### src/rtl/nibble_serial_adder_pkg.sv
// nibble_serial_adder_pkg: shared states, nibble width and index sizing for the serial adder
package nibble_serial_adder_pkg;
   typedef enum logic [1:0] {IDLE = 2'd0, RUN = 2'd1, DONE = 2'd2} state_t;
   localparam int NIBBLE_W = 4;
   function automatic int idx_width(input int width);
      int nib;
      nib = width / NIBBLE_W;
      return (nib <= 1) ? 1 : $clog2(nib);
   endfunction
endpackage

### src/rtl/lookahead_adder_4bit.sv
// lookahead_adder_4bit: 4-bit carry-lookahead adder slice
module lookahead_adder_4bit (
   input  logic [3:0] a,
   input  logic [3:0] b,
   input  logic       cin,
   output logic [3:0] sum,
   output logic       cout
);
   logic [3:0] g, p;
   logic [4:0] c;
   always_comb begin
      g = a & b;
      p = a ^ b;
      c[0] = cin;
      c[1] = g[0] | (p[0] & cin);
      c[2] = g[1] | (p[1] & g[0]) | (p[1] & p[0] & cin);
      c[3] = g[2] | (p[2] & g[1]) | (p[2] & p[1] & g[0]) | (p[2] & p[1] & p[0] & cin);
      c[4] = g[3] | (p[3] & g[2]) | (p[3] & p[2] & g[1]) | (p[3] & p[2] & p[1] & g[0])
           | (p[3] & p[2] & p[1] & p[0] & cin);
      sum  = p ^ c[3:0];
      cout = c[4];
   end
endmodule

### src/rtl/nibble_serial_adder.sv
// nibble_serial_adder: WIDTH-bit adder reusing one 4-bit lookahead slice, one nibble per clock
import nibble_serial_adder_pkg::*;
module nibble_serial_adder #(
   parameter int WIDTH = 16
) (
   input  logic             clk,
   input  logic             rst,
   input  logic             start,
   input  logic [WIDTH-1:0] a,
   input  logic [WIDTH-1:0] b,
   input  logic             cin,
   output logic             busy,
   output logic             done,
   output logic [WIDTH-1:0] sum,
   output logic             cout,
   output logic             ovf
);
   localparam int NIB = WIDTH / NIBBLE_W;
   localparam int IW  = idx_width(WIDTH);
   state_t               state_q, state_d;
   logic [WIDTH-1:0]     a_q, a_d, b_q, b_d, sum_q, sum_d;
   logic [IW-1:0]        idx_q, idx_d;
   logic                 carry_q, carry_d, cout_q, cout_d, ovf_q, ovf_d;
   logic [NIBBLE_W-1:0]  s_sum;
   logic                 s_cout;
   lookahead_adder_4bit u_slice (
      .a    (a_q[idx_q*NIBBLE_W +: NIBBLE_W]),
      .b    (b_q[idx_q*NIBBLE_W +: NIBBLE_W]),
      .cin  (carry_q),
      .sum  (s_sum),
      .cout (s_cout)
   );
   always_comb begin
      state_d = state_q;
      a_d     = a_q;
      b_d     = b_q;
      sum_d   = sum_q;
      idx_d   = idx_q;
      carry_d = carry_q;
      cout_d  = cout_q;
      ovf_d   = ovf_q;
      if (state_q == RUN) begin
         sum_d[idx_q*NIBBLE_W +: NIBBLE_W] = s_sum;
         carry_d = s_cout;
         idx_d   = idx_q + IW'(1);
         if (idx_q == IW'(NIB - 1)) begin
            cout_d  = s_cout;
            ovf_d   = (a_q[WIDTH-1] == b_q[WIDTH-1]) && (s_sum[NIBBLE_W-1] != a_q[WIDTH-1]);
            state_d = DONE;
         end
      end else if (start) begin
         // DONE accepts a new start directly so back-to-back operations skip IDLE
         a_d     = a;
         b_d     = b;
         carry_d = cin;
         idx_d   = '0;
         state_d = RUN;
      end else if (state_q == DONE) begin
         state_d = IDLE;
      end
   end
   always_ff @(posedge clk or posedge rst) begin
      if (rst) begin
         state_q <= IDLE;
         a_q     <= '0;
         b_q     <= '0;
         sum_q   <= '0;
         idx_q   <= '0;
         carry_q <= 1'b0;
         cout_q  <= 1'b0;
         ovf_q   <= 1'b0;
      end else begin
         state_q <= state_d;
         a_q     <= a_d;
         b_q     <= b_d;
         sum_q   <= sum_d;
         idx_q   <= idx_d;
         carry_q <= carry_d;
         cout_q  <= cout_d;
         ovf_q   <= ovf_d;
      end
   end
   assign busy = (state_q == RUN);
   assign done = (state_q == DONE);
   assign sum  = sum_q;
   assign cout = cout_q;
   assign ovf  = ovf_q;
endmodule

### config.mk
export PLATFORM = sky130hd
export DESIGN_NAME = nibble_serial_adder
export DESIGN_NICKNAME = d
export VERILOG_FILES = /design/src/rtl/nibble_serial_adder_pkg.sv /design/src/rtl/lookahead_adder_4bit.sv /design/src/rtl/nibble_serial_adder.sv
export SDC_FILE = /design/constraint.sdc
export NUM_CORES = 1
export LEC_CHECK = 0
export ABC_AREA = 1
export BUFFER_PORTS_ARGS = -buffer_cell sky130_fd_sc_hd__buf_2
export CAP_MARGIN = 0
export CORE_UTILIZATION = 50
export CTS_BUF_LIST = sky130_fd_sc_hd__clkbuf_4
export CTS_CLUSTER_SIZE = 30
export DETAILED_ROUTE_END_ITERATION = 16
export PLACE_DENSITY = 0.74
export SETUP_SLACK_MARGIN = 0.15
export SYNTH_ARGS = -nofsm -noshare
export SYNTH_HDL_FRONTEND = slang
export SYNTH_SLANG_ARGS = --single-unit
export TNS_END_PERCENT = 5
### constraint.sdc
create_clock -name clk -period 3 [get_ports clk]
set_input_delay 0.15 -clock clk [delete_from_list [all_inputs] [get_ports clk]]
set_output_delay 0.15 -clock clk [all_outputs]
set_load 0.05 [all_outputs]
Word level (Yosys, flattened, before mapping)
Cells that the tools add are included.
{ "totals": {"reg_bits": 55, "input_bits": 36, "elab_cells": 65} }
{ "op_classes": {"n_addsub": 2, "n_eq_ne": 6, "shift": 4, "mux": 9, "n_bitwise": 30, "n_reduce_logical": 6} }
{ "op_table": {"columns": ["cell", "n"], "rows": [
  ["$neg 4->34", 1],
  ["$shift 4x34->16 const A", 1],
  ["$shiftx 4x34->16", 1],
  ["$shiftx 16x5->4", 2],
  ["$and 1x1->1", 16],
  ["$bwmux 16", 1],
  ["$mux 2", 6],
  ["$or 1x1->1", 10],
  ["$xor 4x4->4", 2],
  ["$reduce_and 2->1", 3],
  ["$and 4x4->4", 1],
  ["$eq 2x2->1 const B", 2],
  ["$reduce_bool 3->1", 1],
  ["$add 2x1->2 const B", 1],
  ["$eq 2x1->1 const B", 1],
  ["$mux 1", 2],
  ["$ne 2x1->1 const B", 1],
  ["$reduce_bool 2->1", 1],
  ["$eq 1x1->1", 1],
  ["$logic_and 1x1->1", 1],
  ["$ne 1x1->1", 1],
  ["$not 1->1", 1]
]} }

Logic depth before layout (Yosys ltp)
{ "logic_depth": {"word_depth": 9, "mapped_depth": 13} }

Cells and area by module
A second synthesis with hierarchy kept.
{ "unflattened": {"cells_unflattened": 369, "hier_area_um2": 2844.0} }
{ "by_module_without_submodules": {"columns": ["mod", "instances", "cells_per_inst", "area_per_inst_um2", "seq_area_each_um2"], "rows": [
  ["nibble_serial_adder", 1, 338, 2655.0, 1376.3],
  ["lookahead_adder_4bit", 1, 31, 188.9, 0.0]
]} }

Worst setup path after synthesis
Ideal clock, no wire load.
{ "synth_path": {"path_type": "register to register", "from": "reg idx_q[0]", "to": "reg sum_q[11], in the netlist sum[11]", "arrival_time_ns": 1.949, "required_ns": 2.873, "setup_slack_ns": 0.923, "stages_incl_launch_ff": 13, "path_cell_list": "dfrtp_1 > inv_1 > clkbuf_1 > nor2_1 > o22ai_1 > ha_1 > or2_0 > nand2_1 > nand2_1 > nand2_1 > nand2_1 > nand2_1 > o21ai_0"} }
{ "synth_between": {"elab_chain_len": 9} }
{ "synth_rtl": {"columns": ["item", "line", "rtl"], "rows": [
  ["from (decl)", "nibble_serial_adder.sv:22", "logic [IW-1:0] idx_q, idx_d;"],
  ["from (signal assigned)", "nibble_serial_adder.sv:77", "idx_q <= idx_d;"],
  ["$shiftx 16x5->4 (on tied branches)", "nibble_serial_adder.sv:27, nibble_serial_adder.sv:28", null],
  ["$xor 4x4->4 or $and 4x4->4 (tied branches)", "lookahead_adder_4bit.sv:13, lookahead_adder_4bit.sv:12", null],
  ["$and 1x1->1", "lookahead_adder_4bit.sv:17", "c[3] = g[2] | (p[2] & g[1]) | (p[2] & p[1] & g[0]) | (p[2] & p[1] & p[0] & cin);"],
  ["$or 1x1->1 or $and 1x1->1 (tied branches) (2 in a row)", "lookahead_adder_4bit.sv:17", null],
  ["$or 1x1->1", "lookahead_adder_4bit.sv:17", null],
  ["$xor 4x4->4", "lookahead_adder_4bit.sv:20", "sum = p ^ c[3:0];"],
  ["$shiftx 4x34->16", "nibble_serial_adder.sv:43", "sum_d[idx_q*NIBBLE_W +: NIBBLE_W] = s_sum;"],
  ["$bwmux 16 (*)", "nibble_serial_adder.sv:43", null],
  ["to (signal assigned)", "nibble_serial_adder.sv:76", "sum_q <= sum_d;"],
  ["to (decl)", "nibble_serial_adder.sv:21", "logic [WIDTH-1:0] a_q, a_d, b_q, b_d, sum_q, sum_d;"]
]} }
Mark *: on every way between the ends. The rest lies on a longest branch, timed or not.
A chain may end at the register's enable or synchronous reset.

Final worst setup path
{ "layout_path": {"from": "reg idx_q[1]", "to": "reg sum_q[11], in the netlist sum[11]"} }
Same word-level chain as after synthesis.

==> metrics.yaml <==
global_route:
  antenna_found_initial: 0
  grt_overflow: 0
  grt_pass1_wl_mm: 8.97
  grt_max_degree: 56
  grtUsageTotal: 0.209
  grt_pass1_vias: 2045
final_layout:
  final_core_util: 0.655
  fill_cells: 448
  finalNetCount: 397
  syn_to_final_growth_pct: 25.3
  drive_above_1_share: 0.294
  final_cell_mix: "55 x dfrtp_1, 55 x buf_2, 47 x nand2_1, 30 x mux2_2, 30 x dlygate4sd3_1"
  diodes: 0
timing:
  fmax_ghz: 0.427
  clock_skew_ns: 0.00898
  post-route-period-util: 0.780
  rsz0062_at_grt: "false"
  final_max_slew_viol_count: 0
  hold_ws_ns: 0.0226
  hold_viol: 0
  max-slew-margin-rel: 0.271
  tns_ns: 0
  tightest_slew_ns: 1.09
  period_minus_slack_ns: 2.34
  finalSetupViolCount: 0
cts:
  cts.sinks: 55
  path_clk_slew_ns: 0.15
  tritoncts: "yes"
  root_buffer: "clkbuf_4"
  h-tree-depth: 2
  cts-buffers-inserted: 5
  worstSkewPairLatency_ns: 0.37
  cts_buffer_depth: 2
logic_synthesis:
  synth_top_area_frac: 0.512
  synth.yosys.seq_area_share: 0.512
  netlist_instances: 266
  ys_types: 28
  synth_nets: 313
  syn_area_per_cell_um2: 10.1
  ys_ff_latch: 55
  ys_top_cells_by_area: "dfrtp_1 51%, mux2_2 13%, nand2_1 6.6%"
  synth_area_mm2: 0.00269
  yosys_warnings: 0
  yosysTopAreaCell: "dfrtp_1"
die:
  die_w_um: 75.3
  rows: 26
  die_h_um: 75.3
  initial_core_util: 0.523
  die_area_mm2: 0.00567
  ioPinCount: 56
  coreArea_mm2: 0.00514
routing:
  drt_first_pass_iters: 4
  route.detailed.drc: 0
  drt_iter0_drc: 145
  routed_wl_mm: 5.33
  num_vias: 2138
  drtAntennaViolNets: 0
  vias_per_cell: 5.09
  post_drt_wl_per_cell_um: 12.7
setup_path:
  start_kind: "flop"
  path_class: "reg2reg"
  max_stage_delay_ns: 0.61
  cpMaxStageDelayCell: "dfrtp_1"
  required_ns: 3.27
  cp_max_fo: 13
  crit_arrival_ns: 2.61
  end_kind: "flop"
  cp_common_cell: "nand2_1"
  cp_cell_sequence: "inv_1 -> o21ai_0 -> o22ai_1 -> ha_1 -> or2_0 -> nand2_1 -> nand2_1 -> nand2_1 -> nand2_1 -> nand2_1 -> o21ai_0"
power_and_ir_drop:
  switchingPower_uw: 1950
  pwr-share-seq: 0.315
  combPwrFrac: 0.587
  p_leak_uw: 0.00168
  ir_worst_vdd_mv: 0.505
  pwr-share-clk: 0.097
  p_per_area_mw_per_mm2: 1210
  sw_frac_of_total: 0.477
  p_int_uw: 2130
placement:
  routabilityCongestion: 0.874
  port_buffers: 55
  dpl.hpwl_mm: 3.70
worst_hold_path:
  hold_path_class: "in2reg"
status:
  status: "finished, final reports clean"
run:
  cap_violations: 0
[through the flow]
step	instance area, µm²	cells	worst slack (ns)	power [µW]
6_report	3370	420	0.659	4080
5_1_grt	3370	420	0.437	4450
4_1_cts	3330	416	0.659	4090
3_3_place_gp	2990	383	0.704	3600
3_5_place_dp	2990	383	0.675	3660
2_1_floorplan	2690	266	0.923	3180
[area by class of cell]
| cell class | instances | area, µm² | area share |
|---|---|---|---|
| Clock buffer | 6 | 45.0 | 0.0134 |
| Timing Repair Buffer | 86 | 583 | 0.173 |
| Clock inverter | 1 | 30.0 | 0.00892 |
| Sequential cell | 55 | 1380 | 0.409 |
| Tap cell | 70 | 87.6 | 0.0260 |
| Multi-Input combinational cell | 180 | 1160 | 0.345 |
| Inverter | 22 | 85.1 | 0.0253 |
[power groups by stage]
stage | Combinational, µW | Sequential (µW) | Clock [µW]
floorplan | 1690 | 1480 | 0
global placement | 2310 | 1300 | 0
detailed placement | 2350 | 1310 | 0
CTS | 2390 | 1290 | 408
global route | 2680 | 1340 | 434
finish | 2400 | 1290 | 398
[layer usage]
metal,vias up,GRT usage,part of all wire,routed length (µm)
li1,1058,-,-,-
met1,1020,0.271,0.47,2490
met2,52,0.359,0.49,2600
met3,8,0.0423,0.032,169
met4,0,0.0535,0.012,65
met5,-,0,0,0
[path summary, 6_finish.rpt]
kind / start / to / slack [ns] / depth (start not counted)
min: b[6] / b_q[6]$_DFFE_PP0P_ / 0.02 / 2
min in group asynchronous: rst / sum[9]$_DFFE_PP0P_ / 0.04 / 2
max reg2reg: idx_q[1]$_DFFE_PP0N_ / sum[11]$_DFFE_PP0P_ / 0.66 / 11
max: idx_q[1]$_DFFE_PP0N_ / sum[11]$_DFFE_PP0P_ / 0.66 / 11
min reg2reg: cout$_DFFE_PP0P_ / cout$_DFFE_PP0P_ / 0.50 / 2
max in group asynchronous: rst / b_q[4]$_DFFE_PP0P_ / 2.29 / 2
[synthesized netlist by cell type]
cell type   n
clkbuf_1    4
o21ai_1     3
dfrtp_1    55
or2_0       1
nand4_1     5
nor2_1     23
or2_2       1
buf_2       1
o21ai_0    29
nand3_1    11
o31ai_1     1
nor3_1      1
nand3_2     1
inv_1      20
o31ai_2     1
nor2_2      1
inv_4       1
mux2_2     30
nor2_4      2
fa_1        1
xnor2_1     1
nand2_4     1
mux2_1      2
inv_2       1
nand2_1    47
buf_6       4
o22ai_1     8
ha_1       10
[critical path: cells and delay by family (launching register included)]
| family | cells | cell delay [ns] |
|---|---|---|
| flip-flops | 1 | 0.61 |
| buffers and inverters | 1 | 0.27 |
| AND/OR/NAND/NOR | 6 | 0.71 |
| AO/OA/AOI/OAI | 3 | 0.32 |
| adder cells (fa/ha/maj) | 1 | 0.35 |
[sequential cells by signal, indices dropped and copies added (netlist names)]
register  flops
a_q          16
sum          16
carry_q       1
state_q       2
ovf           1
b_q          16
idx_q         2
cout          1
[logic make-up after synthesis]
| family | synth area share |
|---|---|
| xor+xnor | 0.00326 |
| buf+inv | 0.0559 |
| compound gates | 0.0857 |
| mux | 0.134 |
| simple gates | 0.155 |
| flops | 0.512 |
| fa+ha+maj | 0.0540 |
[repair_timing]
item	in CTS	in global routing
gates resized for setup	0	0
buffers inserted	0	0
endpoints found under the setup margin	0	0
hold buffers	26	4
endpoints found under the hold margin	26	4
Note: power is estimated with default switching activity, not from simulation.
